File: config.mk
export PLATFORM = sky130hd
export DESIGN_NAME = sqrt_digit_fx
export DESIGN_NICKNAME = d
export VERILOG_FILES = /design/src/rtl/sqrt_digit_fx.sv
export SDC_FILE = /design/constraint.sdc
export NUM_CORES = 1
export LEC_CHECK = 0
export CAP_MARGIN = 20
export CORE_ASPECT_RATIO = 1.1
export CORE_UTILIZATION = 50
export DETAILED_ROUTE_END_ITERATION = 8
export PLACE_DENSITY_LB_ADDON = 0.12
export SLEW_MARGIN = 15
export SYNTH_ARGS = -nofsm -noshare
export SYNTH_HDL_FRONTEND = slang
export SYNTH_SLANG_ARGS = --single-unit
export TNS_END_PERCENT = 10
File: constraint.sdc
create_clock -name CLK -period 2.21 [get_ports CLK]
set_input_delay 0.5525 -clock CLK [delete_from_list [all_inputs] [get_ports CLK]]
set_output_delay 0.5525 -clock CLK [all_outputs]
set_load 0.05 [all_outputs]
File: src/rtl/sqrt_digit_fx.sv
// Unsigned fixed-point square root, restoring radix-2 digit recurrence, Q(W-F).F in and out.
// Latency: N+1 cycles from accepted START to DONE (N+2 with SQRT_DIGIT_ROUND_EN), N=(W+F+1)/2.
// Backpressure: READY low while iterating/rounding; START is ignored (not queued) when READY is low.
// Optional feature: define SQRT_DIGIT_ROUND_EN for round-to-nearest via an extra RND state.
module sqrt_digit_fx #(
  parameter int W = 16,
  parameter int F = 8
) (
  input  logic         CLK,
  input  logic         RST,
  input  logic         START,
  input  logic [W-1:0] DATA_IN,
  output logic         READY,
  output logic         BUSY,
  output logic         DONE,
  output logic [W-1:0] DATA_OUT
);

  // Iteration count / root width, radicand width, counter width.
  localparam int N  = (W + F + 1) / 2;
  localparam int RW = 2 * N;
  localparam int CW = (N > 1) ? $clog2(N) : 1;

  localparam logic [1:0] S_IDLE = 2'd0;
  localparam logic [1:0] S_CALC = 2'd1;
`ifdef SQRT_DIGIT_ROUND_EN
  localparam logic [1:0] S_RND  = 2'd2;
`endif
  localparam logic [1:0] S_FIN  = 2'd3;

  logic [1:0]    state;
  logic [RW-1:0] rad;
  logic [N-1:0]  root;
  logic [N+1:0]  rem;
  logic [CW-1:0] cnt;
  logic [W-1:0]  data_out;

  // Next-step signals of the recurrence. The shifted remainder is formed
  // two bits wider than rem so that no bit of rem is silently dropped; the
  // partial remainder never exceeds 2*root, so the upper bits stay zero.
  logic [N+3:0]  rem_wide;
  logic [N+3:0]  trial_wide;
  logic          ge;
  logic [N+1:0]  rem_nxt;
  logic [N:0]    root_ext;
  logic [N-1:0]  root_nxt;

  // One restoring step: bring down two radicand bits, try subtracting 4*root+1.
  always_comb begin
    rem_wide   = {rem, rad[RW-1:RW-2]};
    trial_wide = {2'b00, root, 2'b01};
    ge         = (rem_wide >= trial_wide);
    rem_nxt    = ge ? (N+2)'(rem_wide - trial_wide) : (N+2)'(rem_wide);
    root_ext   = {root, ge};
    root_nxt   = root_ext[N-1:0];
  end

`ifdef SQRT_DIGIT_ROUND_EN
  logic [W:0]   root_inc;
  logic [W-1:0] rnd_val;

  // Round to nearest: remainder above root means the fraction exceeds one half;
  // saturate if the increment would not fit in W bits.
  always_comb begin
    root_inc = (W+1)'(root) + (W+1)'(1);
    rnd_val  = W'(root);
    if (rem > (N+2)'(root)) begin
      rnd_val = root_inc[W] ? {W{1'b1}} : root_inc[W-1:0];
    end
  end
`endif

  // Control FSM plus datapath registers; DATA_OUT only updates when a result completes.
  always_ff @(posedge CLK or posedge RST) begin
    if (RST) begin
      state    <= S_IDLE;
      rad      <= '0;
      root     <= '0;
      rem      <= '0;
      cnt      <= '0;
      data_out <= '0;
    end else begin
      case (state)
        S_IDLE: begin
          if (START) begin
            rad   <= RW'(DATA_IN) << F;
            root  <= '0;
            rem   <= '0;
            cnt   <= CW'(N - 1);
            state <= S_CALC;
          end
        end
        S_CALC: begin
          rad  <= rad << 2;
          rem  <= rem_nxt;
          root <= root_nxt;
          if (cnt == '0) begin
`ifdef SQRT_DIGIT_ROUND_EN
            state    <= S_RND;
`else
            data_out <= W'(root_nxt);
            state    <= S_FIN;
`endif
          end else begin
            cnt <= cnt - 1'b1;
          end
        end
`ifdef SQRT_DIGIT_ROUND_EN
        S_RND: begin
          data_out <= rnd_val;
          state    <= S_FIN;
        end
`endif
        S_FIN: begin
          // Back-to-back launch: a START in the DONE cycle is accepted directly.
          if (START) begin
            rad   <= RW'(DATA_IN) << F;
            root  <= '0;
            rem   <= '0;
            cnt   <= CW'(N - 1);
            state <= S_CALC;
          end else begin
            state <= S_IDLE;
          end
        end
        default: state <= S_IDLE;
      endcase
    end
  end

  assign READY    = (state == S_IDLE) || (state == S_FIN);
  assign BUSY     = (state == S_CALC);
  assign DONE     = (state == S_FIN);
  assign DATA_OUT = data_out;

endmodule
==> impl_metrics.json <==
{
  "status": "completed",
  "drc": 0,
  "path_class": "flip-flop to flip-flop",
  "yosysSeqAreaShare_pct": 44.83,
  "finalHoldViolCount": 0,
  "synth_edf_count": 0,
  "holdPathStages": 2,
  "avgRoutedWirePerCell_um": 15.90,
  "syn_area_um2": 3349,
  "yosys.cell_types.count": 49,
  "via_count": 2684,
  "crit_family": "compound AO/OA/AOI/OAI gates",
  "grt_pass1_vias": 2641,
  "cp.depth": 8,
  "cts_max_path_buffers": 2,
  "clk_pin_slew_ps": 70,
  "dr.first_iter.drc_count": 113,
  "area_growth_pct": 24.17,
  "synth_area_leaders": "dfrtp_1 45%, ha_1 7.5%, o21ai_0 5.5%",
  "core_um2": 6306,
  "end_kind": "flip-flop",
  "fin_area_um2": 4159,
  "synthFlopType": "dfrtp_1",
  "die_w_um": 80.04,
  "timing.final.crit_share_pct": 96.04,
  "placed_cell_area_um2": 3831,
  "n_antenna_cell": 0,
  "start_util_pct": 53.12,
  "worst_path_max_delay_cell": "a211oi_4",
  "root_buffer": "clkbuf_8",
  "crit_arrival_ps": 2360,
  "drv_cap": 0,
  "track_usage_pct": 22.82,
  "crit_chain": "inv_1, ha_1, nand2b_1, a21oi_1, a211oi_4, a41o_2, nand3_1, o311ai_1",
  "clk_latency_ps": 340,
  "synth_top_area_share_pct": 44.83,
  "hp-class": "flip-flop to flip-flop",
  "yosys_warnings": 0,
  "relSlewSlack_pct": 66.30,
  "r2r_cells": 8,
  "skew_ps": 9.050,
  "cp.required_ps": 2450,
  "fmax_mhz": 471.1,
  "async_reset_ff_share_pct": 100.0,
  "drt-total-wl_um": 7599,
  "setup_viol_count_final": 0,
  "pin_count": 38,
  "critical-path-max-stage-delay_ps": 380,
  "cts.sinks": 60,
  "yosysTopAreaCell": "dfrtp_1",
  "ant_nets": 0,
  "final_nets": 434,
  "grt_pass1_wl_um": 12160,
  "ys_seq_elements": 60,
  "syn-mean-instance-area_um2": 9.737,
  "portBuffers": 33,
  "period_needed_ps": 2122,
  "cts_htree_levels": 3,
  "rows": 30,
  "gp_congestion": 0.8683,
  "dr.pass1.iters": 4,
  "dp_hpwl_um": 5099,
  "crit_path_max_fanout": 8,
  "grt_max_degree": 35,
  "tightest_slew_ps": 504.3,
  "netlist_instances": 344,
  "avgViaCountPerCell": 5.615,
  "path_buf_inv": 1,
  "die_area_um2": 7031,
  "grt.overflow.total": 0,
  "cts_buffers": 9,
  "die_h_um": 87.84,
  "final_layout_size_suffix_gt1_share_pct": 18.09,
  "antenna_found_initial": 0,
  "cp-start-kind": "flip-flop",
  "drv_slew": 0,
  "cts_tree": "done"
}
==> worst paths after layout <==
kind                                    end  slack [ps]    start
worst max-delay path                 rem[3]          90  root[0]
min in group asynchronous       DATA_OUT[0]         610      RST
worst min register to register      rad[19]         480  rad[19]
max in group asynchronous           root[1]        1270      RST
worst min-delay path                rad[19]         480  rad[19]
worst max register to register       rem[3]          90  root[0]
==> flip-flops by register name, indices dropped and copies added, names as in the netlist <==
register and flops:
rad 16, state 2, cnt 4, rem 14, DATA_OUT 12, root 12
==> cell usage in the layout, fill, tap and decap left out, drive strengths merged, types with 5 or more instances in the layout <==
master / instances
o21ai: 39
inv: 22
a21oi: 13
a32oi: 6
buf: 25
nand2b: 5
nand2: 49
nand3: 11
clkdlybuf4s50: 30
nor2: 13
ha: 20
mux2: 12
nor3: 6
xnor2: 8
o311ai: 6
dfrtp: 60
mux2i: 15
clkbuf: 12
==> routing by layer <==
metal  wire (um)  track usage [%]
met5           0                0
met2        3538            35.35
met3         272            4.271
met1        3634            30.57
met4         153            11.85
==> cell usage after synthesis, drive strengths merged (8+ instances only) <==
cell,count
xnor2,8
nor2,13
mux2i,15
a21oi,13
nand2,49
clkbuf,9
dfrtp,60
buf,10
nand3,11
o21ai,39
ha,20
inv,22
mux2,12
==> cell families after synthesis <==
| logic type | share of synthesized area [%] |
|---|---|
| other | 0.1120 |
| DFF | 44.83 |
| xor gates and xnor gates | 2.615 |
| adders and majority gates | 7.471 |
| buffers and inverters | 5.902 |
| and+or+nand+nor | 13.26 |
| AOI/OAI and AO/OA | 17.30 |
| muxes | 8.517 |
==> worst min-delay path, stage by stage (launching register included) <==
cell	delay [ps]
dfrtp_1	340
nand2_1	40
o21ai_0	60
==> final cells by class <==
class	instances	area [um^2]
Fill cell	508	2147
Clock buffer	12	165.2
Clock inverter	2	10.01
Inverter	22	82.58
Tap cell	80	100.1
Multi-Input combinational cell	247	1799
Sequential cell	60	1501
Timing Repair Buffer	55	500.5
==> through the flow <==
stage / worst slack, ps / utilization, % / setup TNS, ps / hold WS (ps) / std cells
2_1_floorplan: 100.4 / - / 0 / 449.6 / 347
3_3_place_gp: 48.55 / 60.75 / 0 / 462.1 / 460
3_5_place_dp: -3.362 / 60.75 / -5.358 / 470.6 / 460
4_1_cts: 20.45 / 63.71 / 0 / 485.8 / 474
5_1_grt: -41.47 / 65.95 / -301.4 / 504.4 / 478
6_report: 87.52 / 65.95 / 0 / 479.4 / 478
==> repair_timing <==
action | in CTS | in global routing
hold buffers | 0 | 0
resized for setup | 1 | 16
pin swaps | 0 | 5
endpoints found under the setup margin | 1 | 16
setup buffers | 0 | 3
cloned | 0 | 1
Power is not shown: default switching activity piles up to over one toggle a cycle in this logic, so the estimate is an artifact.
